## src/rtl/dco_clkgen_multi_pkg.sv

```systemverilog
// Shared types and defaults for the multi-channel clock generator.
// Half-period lengths are counted in system-clock cycles.
package dco_pkg;

  localparam int DCO_N = 2;
  localparam int DCO_W = 7;
  localparam int DCO_F = 4;

  typedef enum logic [1:0] {
    IDLE = 2'd0,
    HIGH = 2'd1,
    LOW  = 2'd2
  } dco_state_e;

  // A zero control word would mean a zero-length half-period, so it is clamped to one cycle.
  function automatic int unsigned alpha_eff(input int unsigned a);
    return (a == 0) ? 32'd1 : a;
  endfunction

endpackage

```

## src/rtl/dco_clkgen_multi_if.sv

```systemverilog
// Control and status bundle for all channels; channel c owns alpha[c*W +: W] and frac[c*F +: F].
interface dco_clkgen_multi_if
  import dco_pkg::*;
#(
  parameter int N = DCO_N,
  parameter int W = DCO_W,
  parameter int F = DCO_F
);

  logic [N-1:0]   en;
  logic [N*W-1:0] alpha;
  logic [N*F-1:0] frac;
  logic [N-1:0]   mode;
  logic [N-1:0]   clk_out;
  logic [N-1:0]   active;
  logic [N-1:0]   upd;

  modport master (
    output en, alpha, frac, mode,
    input  clk_out, active, upd
  );

  modport slave (
    input  en, alpha, frac, mode,
    output clk_out, active, upd
  );

endinterface

```

## src/rtl/dco_clkgen_multi_chan.sv

```systemverilog
// One generated-clock channel: IDLE/HIGH/LOW FSM, half-period counter,
// fractional dither accumulator and control shadow registers.
module dco_chan
  import dco_pkg::*;
#(
  parameter int W = DCO_W,
  parameter int F = DCO_F
) (
  input  logic         clk,
  input  logic         rst,
  input  logic         i_en,
  input  logic [W-1:0] i_alpha,
  input  logic [F-1:0] i_frac,
  input  logic         i_mode,
  output logic         o_clk_out,
  output logic         o_active,
  output logic         o_upd
);

  dco_state_e   r_state;
  logic [W-1:0] r_cnt;
  logic [W-1:0] r_term;
  logic [F-1:0] r_acc;
  logic [W-1:0] r_alpha_sh;
  logic [F-1:0] r_frac_sh;
  logic         r_mode_sh;
  logic         r_clk_out;
  logic         r_active;
  logic         r_upd;

  logic [W-1:0] w_sel_alpha;
  logic [F-1:0] w_sel_frac;
  logic         w_sel_mode;
  logic [F-1:0] w_acc_base;
  logic [F:0]   w_sum;
  logic         w_carry;
  logic [F-1:0] w_acc_next;
  logic [W-1:0] w_term;
  logic         w_at_term;
  logic         w_ctrl_changed;

  // Length of the half-period about to start. Entering LOW uses the shadow;
  // entering HIGH uses the live inputs, which are latched into the shadow on that same edge.
  always_comb begin
    // NOTE: every combinational output gets a default first so no path can infer a latch.
    w_sel_alpha = i_alpha;
    w_sel_frac  = i_frac;
    w_sel_mode  = i_mode;
    w_acc_base  = r_acc;
    if (r_state == HIGH) begin
      w_sel_alpha = r_alpha_sh;
      w_sel_frac  = r_frac_sh;
      w_sel_mode  = r_mode_sh;
    end
    if (r_state == IDLE) begin
      w_acc_base = '0;
    end
    w_sum      = {1'b0, w_acc_base} + {1'b0, w_sel_frac};
    w_carry    = w_sel_mode & w_sum[F];
    w_acc_next = w_sel_mode ? w_sum[F-1:0] : w_acc_base;
    w_term     = W'(alpha_eff(32'(w_sel_alpha)) - 32'd1 + {31'd0, w_carry});
  end

  assign w_at_term      = (r_cnt == r_term);
  assign w_ctrl_changed = ({i_alpha, i_frac, i_mode} != {r_alpha_sh, r_frac_sh, r_mode_sh});

  // NOTE: state registers use non-blocking assignments so every flop samples pre-edge values.
  always_ff @(posedge clk) begin
    if (rst) begin
      r_state    <= IDLE;
      r_cnt      <= '0;
      r_term     <= '0;
      r_acc      <= '0;
      r_alpha_sh <= '0;
      r_frac_sh  <= '0;
      r_mode_sh  <= 1'b0;
      r_clk_out  <= 1'b0;
      r_active   <= 1'b0;
      r_upd      <= 1'b0;
    end else begin
      r_upd <= 1'b0;
      case (r_state)
        IDLE: begin
          if (i_en) begin
            r_state    <= HIGH;
            r_clk_out  <= 1'b1;
            r_active   <= 1'b1;
            r_cnt      <= '0;
            r_term     <= w_term;
            r_acc      <= w_acc_next;
            r_alpha_sh <= i_alpha;
            r_frac_sh  <= i_frac;
            r_mode_sh  <= i_mode;
            r_upd      <= 1'b1;
          end
        end
        HIGH: begin
          if (w_at_term) begin
            r_state   <= LOW;
            r_clk_out <= 1'b0;
            r_cnt     <= '0;
            r_term    <= w_term;
            r_acc     <= w_acc_next;
          end else begin
            r_cnt <= r_cnt + W'(1);
          end
        end
        LOW: begin
          if (w_at_term) begin
            r_cnt <= '0;
            if (i_en) begin
              r_state    <= HIGH;
              r_clk_out  <= 1'b1;
              r_term     <= w_term;
              r_acc      <= w_acc_next;
              r_alpha_sh <= i_alpha;
              r_frac_sh  <= i_frac;
              r_mode_sh  <= i_mode;
              r_upd      <= w_ctrl_changed;
            end else begin
              r_state  <= IDLE;
              r_active <= 1'b0;
            end
          end else begin
            r_cnt <= r_cnt + W'(1);
          end
        end
        default: begin
          r_state   <= IDLE;
          r_clk_out <= 1'b0;
          r_active  <= 1'b0;
        end
      endcase
    end
  end

  assign o_clk_out = r_clk_out;
  assign o_active  = r_active;
  assign o_upd     = r_upd;

endmodule

```

## src/rtl/dco_clkgen_multi.sv

```systemverilog
// N independent digitally controlled clock outputs from one system clock;
// each channel is a dco_chan fed from its slice of the shared control bus.
module dco_clkgen_multi
  import dco_pkg::*;
#(
  parameter int N = DCO_N,
  parameter int W = DCO_W,
  parameter int F = DCO_F
) (
  input  logic               clk,
  input  logic               rst,
  dco_clkgen_multi_if.slave  bus
);

  logic [N-1:0] w_clk_out;
  logic [N-1:0] w_active;
  logic [N-1:0] w_upd;

  for (genvar c = 0; c < N; c++) begin : g_chan
    dco_chan #(
      .W (W),
      .F (F)
    ) u_chan (
      .clk       (clk),
      .rst       (rst),
      .i_en      (bus.en[c]),
      .i_alpha   (bus.alpha[c*W +: W]),
      .i_frac    (bus.frac[c*F +: F]),
      .i_mode    (bus.mode[c]),
      .o_clk_out (w_clk_out[c]),
      .o_active  (w_active[c]),
      .o_upd     (w_upd[c])
    );
  end

  assign bus.clk_out = w_clk_out;
  assign bus.active  = w_active;
  assign bus.upd     = w_upd;

endmodule

```

## src/flat_wrapper.sv

```systemverilog
// flat-port wrapper written by rule: the top's interface ports become plain ports
module dco_clkgen_multi_flat import dco_pkg::*;
#(
  parameter int N = DCO_N,
  parameter int W = DCO_W,
  parameter int F = DCO_F
)
  (clk, rst, bus_en, bus_alpha, bus_frac, bus_mode, bus_clk_out, bus_active, bus_upd);
  dco_clkgen_multi_if #(.N(N), .W(W), .F(F)) bus_i ();
  input  logic clk;
  input  logic rst;
  input wire logic [$bits(bus_i.en)-1:0] bus_en;
  input wire logic [$bits(bus_i.alpha)-1:0] bus_alpha;
  input wire logic [$bits(bus_i.frac)-1:0] bus_frac;
  input wire logic [$bits(bus_i.mode)-1:0] bus_mode;
  output wire logic [$bits(bus_i.clk_out)-1:0] bus_clk_out;
  output wire logic [$bits(bus_i.active)-1:0] bus_active;
  output wire logic [$bits(bus_i.upd)-1:0] bus_upd;
  assign bus_i.en = bus_en;
  assign bus_i.alpha = bus_alpha;
  assign bus_i.frac = bus_frac;
  assign bus_i.mode = bus_mode;
  assign bus_clk_out = bus_i.clk_out;
  assign bus_active = bus_i.active;
  assign bus_upd = bus_i.upd;
  dco_clkgen_multi #(.N(N), .W(W), .F(F)) u_core (.clk(clk), .rst(rst), .bus(bus_i));
endmodule
```

## config.mk

```make
export PLATFORM = sky130hd
export DESIGN_NAME = dco_clkgen_multi_flat
export DESIGN_NICKNAME = d
export VERILOG_FILES = /design/src/rtl/dco_clkgen_multi_pkg.sv /design/src/rtl/dco_clkgen_multi_if.sv /design/src/rtl/dco_clkgen_multi_chan.sv /design/src/rtl/dco_clkgen_multi.sv /design/src/flat_wrapper.sv
export SDC_FILE = /design/constraint.sdc
export NUM_CORES = 1
export LEC_CHECK = 0
export CAP_MARGIN = 5
export CORE_MARGIN = 5
export CORE_UTILIZATION = 40
export CTS_CLUSTER_DIAMETER = 30
export DETAILED_ROUTE_END_ITERATION = 16
export SYNTH_ARGS = -nofsm -noshare
export SYNTH_HDL_FRONTEND = slang
export SYNTH_HIERARCHICAL = 1
export SYNTH_SLANG_ARGS = --single-unit
```

## constraint.sdc

```tcl
create_clock -name clk -period 3.6 [get_ports clk]
set_clock_uncertainty 0.2 [all_clocks]
set_input_delay 0.54 -clock clk [delete_from_list [all_inputs] [get_ports clk]]
set_output_delay 0.54 -clock clk [all_outputs]
set_load 0.02 [all_outputs]
```

==> results of run 1 <==
## sequential cells by signal, indices dropped and copies added (netlist names), 4 cells and up
signal                           flops
u_core/g_chan.u_chan/r_acc           8
u_core/g_chan.u_chan/r_alpha_sh     14
u_core/g_chan.u_chan/r_cnt          14
u_core/g_chan.u_chan/r_frac_sh       8
u_core/g_chan.u_chan/r_state         4
u_core/g_chan.u_chan/r_term         14
## placed cells by master, fill, tap and decap left out, types with 3 or more instances in the layout
cell             synthesis  routed
dfxtp_1                 70      70
nor2_1                  64      64
mux2i_1                 58      58
xor2_1                  40      40
clkdlybuf4s50_1          0      32
nand2_1                 26      26
ha_1                    25      25
xnor2_1                 19      19
buf_4                    1      15
nor2b_1                 14      14
nand3_1                 12      12
clkbuf_8                 0      10
a21oi_1                 10      10
o21ai_0                 10      10
mux2_2                   8       8
inv_1                    8       8
nor3_1                   8       8
a211oi_2                 8       8
nor4_1                   8       8
nor3b_1                  7       7
a21o_1                   6       6
nand4_1                  4       4
or2_2                    4       4
a31oi_1                  4       4
a211oi_1                 3       3
## cell families (layout without fill, tap and decap cells)
logic type      Yosys count  count (layout)  synth area share
flops                    70              70             0.317
xor+xnor                 60              60             0.121
mux                      66              66             0.152
buf+inv                  25              69            0.0283
compound gates           67              67             0.122
simple gates            160             160             0.181
fa+ha+maj                27              27            0.0798
## synthesized netlist by cell type, types with 3 or more instances
| cell | count | share of area |
|---|---|---|
| nor3_1 | 8 | 0.0091 |
| o21ai_0 | 10 | 0.011 |
| a31oi_1 | 4 | 0.0057 |
| a21oi_1 | 10 | 0.011 |
| mux2i_1 | 58 | 0.13 |
| or2_2 | 4 | 0.0057 |
| buf_2 | 4 | 0.0045 |
| nor2b_1 | 14 | 0.020 |
| nor3b_1 | 7 | 0.012 |
| buf_6 | 3 | 0.0076 |
| a211oi_2 | 8 | 0.023 |
| a21o_1 | 6 | 0.010 |
| nand3_1 | 12 | 0.014 |
| clkbuf_1 | 7 | 0.0059 |
| xnor2_1 | 19 | 0.038 |
| ha_1 | 25 | 0.071 |
| inv_1 | 8 | 0.0068 |
| mux2_2 | 8 | 0.020 |
| xor2_1 | 40 | 0.079 |
| nor4_1 | 8 | 0.011 |
| nand2_1 | 26 | 0.022 |
| nor2_1 | 64 | 0.054 |
| nand4_1 | 4 | 0.0057 |
| dfxtp_1 | 70 | 0.32 |
| a211oi_1 | 3 | 0.0051 |
## per-stage QoR
step           power, uW  setup WS, ps  instances
3_5_place_dp        3580          54.2        646
5_1_grt             4520          19.9        659
2_1_floorplan       3050          13.0        475
4_1_cts             4230           208        659
3_3_place_gp        3550           121        646
6_report            4190           219        659
## worst max-delay path by stage
stage / cells after the start / slack [ps] / end / from
floorplan: 16 / 10 / u_core/g_chan[0].u_chan/r_term[6] / u_core/g_chan[0].u_chan/r_state[1]
global placement: 13 / 120 / u_core/g_chan[0].u_chan/r_term[6] / bus_frac[0]
detailed placement: 13 / 50 / u_core/g_chan[1].u_chan/r_term[6] / bus_frac[4]
CTS: 14 / 210 / u_core/g_chan[1].u_chan/r_term[6] / u_core/g_chan[1].u_chan/r_state[1]
global route: 14 / 20 / u_core/g_chan[0].u_chan/r_term[6] / u_core/g_chan[0].u_chan/r_state[1]
finish: 14 / 220 / u_core/g_chan[1].u_chan/r_term[6] / u_core/g_chan[1].u_chan/r_state[1]
## power breakdown
| group | switching [uW] | total [uW] | internal, uW | leakage [uW] |
|---|---|---|---|---|
| registers | 182 | 1180 | 997 | 0.000574 |
| logic | 1310 | 2390 | 1080 | 0.00140 |
| clock network | 288 | 615 | 327 | 0.0000911 |
| total | 1780 | 4190 | 2410 | 0.00206 |
## final cells by class
cell class / count / area, um^2
clock buffer: 11 / 141
fill: 1060 / 5720
inverter: 8 / 30.0
tap: 140 / 175
clock inverter: 2 / 35.0
timing repair buffer: 48 / 438
sequential: 70 / 1400
multi-input combinational: 380 / 2900
## worst max-delay path, delay by kind of cell, from the launching register on
kind / cells / cell delay [ps]
flip-flops: 1 / 350
AND/OR/NAND/NOR: 2 / 200
buffers and inverters: 1 / 110
multiplexers: 2 / 520
AO/OA/AOI/OAI: 3 / 480
adder cells (fa/ha/maj): 5 / 1230
XOR/XNOR: 1 / 170
## per-layer routing
metal / up-vias / wire [um] / track usage / part of all wire
li1: 1765 / - / - / -
met1: 1585 / 4630 / 0.199 / 0.48
met2: 53 / 4410 / 0.237 / 0.46
met3: 15 / 292 / 0.0379 / 0.031
met4: 0 / 215 / 0.0712 / 0.023
met5: - / 0 / 0 / 0
==> impl_metrics.py, run 1 <==
metrics = {
    "setup_path": {
        "max_stage_delay_ps": 400,
        "path_common_cell": "ha_1",
        "cp.required_ps": 3640,
        "rr_endpoint": "u_core/g_chan[1].u_chan/r_term[6]",
        "crit_type": "reg -> reg",
        "path_cells": "inv_1, ha_1, mux2_2, ha_1, fa_1, a21o_1, a21oi_1, or2_2, ha_1, ha_1, o2111ai_1, xor2_1, mux2i_1, nor2_1",
        "crit_path_end_kind": "register",
        "worstReg2RegStart": "u_core/g_chan[1].u_chan/r_state[1]",
        "start_kind": "register",
        "critPathSlowestCell": "fa_1",
        "worst-r2r-cell-count": 14,
        "r2r_slack_ps": 220,
        "worstPathMaxFanout": 5,
        "arrival_ps": 3420,
    },
    "routing": {
        "route.detailed.drc": 0,
        "final_antenna_net_count": 0,
        "drt_iter0_markers": 187,
        "avgViaCountPerCell": 5.19,
        "num_vias": 3418,
        "wl_per_cell_um": 14.5,
        "wl_um": 9550,
        "dr.pass1.iters": 4,
    },
    "synthesis": {
        "ys_warn_count": 6,
        "async_reset_ff_frac": 0,
        "syn-num-nets": 530,
        "ys_ff_latch": 70,
        "ys_types": 51,
        "syn_inst": 475,
        "synth_edf_count": 0,
        "synth.avg_cell_area_um2": 9.31,
        "netlist_area_mm2": 0.00442,
        "ys_seq_area_frac": 0.317,
        "synthFlopType": "dfxtp_1",
    },
    "clock_tree": {
        "cts_root_buf": "clkbuf_8",
        "post_cts_buffers": 0,
        "postCtsResizedCells": 0,
        "hold_buffers": 0,
        "cts_tree": "built",
        "cts_num_sinks": 70,
        "h-tree-depth": 3,
        "cts_buffers": 9,
        "clock_latency_ps": 360,
        "clkTransAtPathRegs_ps": 70,
        "cts_buffer_depth": 2,
    },
    "timing": {
        "finalHoldViolations": 0,
        "min_period_ps": 3380,
        "fmax_ghz": 0.296,
        "setup_viol": 0,
        "timing.slew.headroom": 0.620,
        "slew_viol_final": 0,
        "rsz0062_at_grt": "no",
        "setup_tns_ps": 0,
        "tightest_slew_ps": 562,
        "hold_ws_ps": 182,
        "min_period_over_period": 0.939,
    },
    "finish": {
        "diodes": 0,
        "final_cell_area_mm2": 0.00512,
        "final_util": 0.472,
        "area_growth_pct": 15.7,
        "final_layout_size_suffix_gt1_frac": 0.110,
        "fin_nets": 572,
    },
    "grt": {
        "grt_first_pass_wirelength_um": 16100,
        "grt_antenna_before_repair": 0,
        "overflow": 0,
        "grt_pass1_vias": 3345,
        "grt_usage": 0.153,
        "grt_max_degree": 31,
    },
    "floorplanning": {
        "rows": 38,
        "die_x_um": 115,
        "initial_core_util": 0.408,
        "fp.coreArea_mm2": 0.0108,
        "fp.dieArea_mm2": 0.0133,
        "die_h_um": 115,
        "io_pins": 34,
    },
    "worst_hold_path": {
        "min-delay-start": "rst",
        "hold_path_end": "u_core/g_chan[1].u_chan/o_clk_out",
        "hold_depth": 2,
        "holdCritPathClass": "in -> reg",
    },
    "placement": {
        "place_area_mm2": 0.00494,
        "numPortBuffers": 33,
        "dp.final_hpwl_um": 7170,
        "place_congestion": 0.837,
    },
    "power_and_ir_drop": {
        "p_leak_uw": 0.00206,
        "vdd_ir_drop_max_mv": 0.376,
        "power-per-cell-area_mw_per_mm2": 818,
    },
    "flow_run": {
        "maxCapViolCount": 0,
    },
    "outcome": {
        "run_status": "completed",
    },
}
Note: power is estimated with default switching activity, not from simulation.
==> inputs of run 2 (changes only) <==
Settings changed: CORE_MARGIN 5 to default.
==> run 2 against run 1 <==
Effect of this change: combinational power about the same; critical path depth unchanged; register-to-register slack about the same; total power about the same; via count increased by 1.1%; sequential power about the same; hold slack improved by 110 ps; largest power group unchanged.
==> impl_metrics.py, run 2 (synthesized netlist as in run 1, its figures left out) <==
metrics = {
    "outcome": {
        "run_status": "completed",
    },
    "timing": {
        "fmax_ghz": 0.296,
        "timing.slew.headroom": 0.469,
        "min_period_ps": 3380,
        "rsz0062_at_grt": "no",
        "setup_tns_ps": 0,
        "finalHoldViolations": 0,
        "min_period_over_period": 0.939,
        "slew_viol_final": 0,
        "tightest_slew_ps": 797,
        "setup_viol": 0,
    },
    "setup_path": {
        "worstPathMaxFanout": 5,
        "crit_path_end_kind": "register",
        "arrival_ps": 3400,
        "cp.required_ps": 3620,
        "start_kind": "register",
        "crit_type": "reg -> reg",
    },
    "clock_tree": {
        "h-tree-depth": 3,
        "cts_num_sinks": 70,
        "clock_latency_ps": 340,
        "cts_tree": "built",
        "postCtsResizedCells": 0,
        "cts_root_buf": "clkbuf_8",
        "hold_buffers": 0,
        "post_cts_buffers": 0,
        "clkTransAtPathRegs_ps": 70,
        "cts_buffer_depth": 2,
        "cts_buffers": 9,
    },
    "grt": {
        "grt_antenna_before_repair": 0,
        "grt_pass1_vias": 3368,
        "grt_usage": 0.174,
        "grt_max_degree": 37,
        "grt_first_pass_wirelength_um": 15700,
        "overflow": 0,
    },
    "routing": {
        "route.detailed.drc": 0,
        "final_antenna_net_count": 0,
        "wl_per_cell_um": 14.0,
        "avgViaCountPerCell": 5.25,
        "drt_iter0_markers": 128,
        "wl_um": 9210,
        "dr.pass1.iters": 5,
        "num_vias": 3454,
    },
    "power_and_ir_drop": {
        "power-per-cell-area_mw_per_mm2": 819,
        "vdd_ir_drop_max_mv": 0.368,
        "p_leak_uw": 0.00205,
    },
    "floorplanning": {
        "initial_core_util": 0.410,
        "io_pins": 34,
        "rows": 38,
        "die_h_um": 107,
        "fp.coreArea_mm2": 0.0108,
        "fp.dieArea_mm2": 0.0115,
        "die_x_um": 107,
    },
    "placement": {
        "place_area_mm2": 0.00492,
        "dp.final_hpwl_um": 7010,
        "numPortBuffers": 33,
        "place_congestion": 0.810,
    },
    "finish": {
        "fin_nets": 569,
        "final_cell_area_mm2": 0.00511,
        "final_util": 0.474,
        "area_growth_pct": 15.7,
        "final_cell_mix": "dfxtp_1 (70), nor2_1 (64), mux2i_1 (58), xor2_1 (40), clkdlybuf4s50_1 (32)",
        "reg.largest.list": "u_core/g_chan.u_chan/r_alpha_sh (14), u_core/g_chan.u_chan/r_cnt (14), u_core/g_chan.u_chan/r_term (14)",
        "final_common_cell": "dfxtp_1",
        "final_layout_size_suffix_gt1_frac": 0.106,
        "diodes": 0,
    },
    "flow_run": {
        "maxCapViolCount": 0,
    },
    "worst_hold_path": {
        "holdCritPathClass": "reg -> reg",
    },
}
==> run 2: changes by cell type in the layout (fill, tap and decap cells not counted), sizes merged <==
cell,delta
clkinv,-1
clkbuf,+3
buf,-3
==> run 2: through the flow <==
| stage | hold WS (ps) | instances | setup slack [ps] | power [uW] |
|---|---|---|---|---|
| 2_1_floorplan | 252 | 475 | 13.0 | 3050 |
| 4_1_cts | 298 | 658 | 207 | 4220 |
| 5_1_grt | 327 | 658 | 15.9 | 4540 |
| 3_3_place_gp | 271 | 643 | 106 | 3530 |
| 6_report | 292 | 658 | 220 | 4190 |
| 3_5_place_dp | 281 | 643 | 27.9 | 3570 |
==> run 2: path summary, 6_finish.rpt <==
kind | from | to | slack (ps) | depth (start not counted)
setup / recovery | u_core/g_chan[1].u_chan/r_state[1] | u_core/g_chan[1].u_chan/r_term[6] | 220 | 14
setup reg to reg | u_core/g_chan[1].u_chan/r_state[1] | u_core/g_chan[1].u_chan/r_term[6] | 220 | 14
hold / removal | u_core/g_chan[1].u_chan/r_acc[3] | u_core/g_chan[1].u_chan/r_acc[3] | 290 | 1
hold reg to reg | u_core/g_chan[1].u_chan/r_acc[3] | u_core/g_chan[1].u_chan/r_acc[3] | 290 | 1
==> run 2: area by class of cell <==
| type | instances | area (um^2) |
|---|---|---|
| fillers | 1034 | 5680 |
| inverters | 8 | 30.0 |
| flip-flops and latches | 70 | 1400 |
| clock inverters | 1 | 30.0 |
| multi-input cells | 380 | 2910 |
| clock buffers | 14 | 153 |
| repair buffers | 45 | 415 |
| well taps | 140 | 175 |
==> run 2: critical path, stage by stage, from the launching register on <==
cell,delay (ps)
dfxtp_1,350
inv_1,110
ha_1,280
mux2_2,370
ha_1,230
fa_1,400
a21o_1,190
a21oi_1,140
or2_2,140
ha_1,140
ha_1,190
o2111ai_1,140
xor2_1,180
mux2i_1,140
nor2_1,50
==> run 2: power by group <==
group | switching (uW) | leakage, uW | internal, uW | total [uW]
combinational | 1300 | 0.00138 | 1080 | 2390
sequential | 188 | 0.000574 | 998 | 1190
clock | 280 | 0.0000908 | 337 | 617
total | 1770 | 0.00205 | 2420 | 4190
==> run 2: routing by layer <==
layer | routed length (um) | global-route usage
met1 | 4300 | 0.216
met4 | 135 | 0.0734
met3 | 392 | 0.0444
met2 | 4380 | 0.286
met5 | 0 | 0
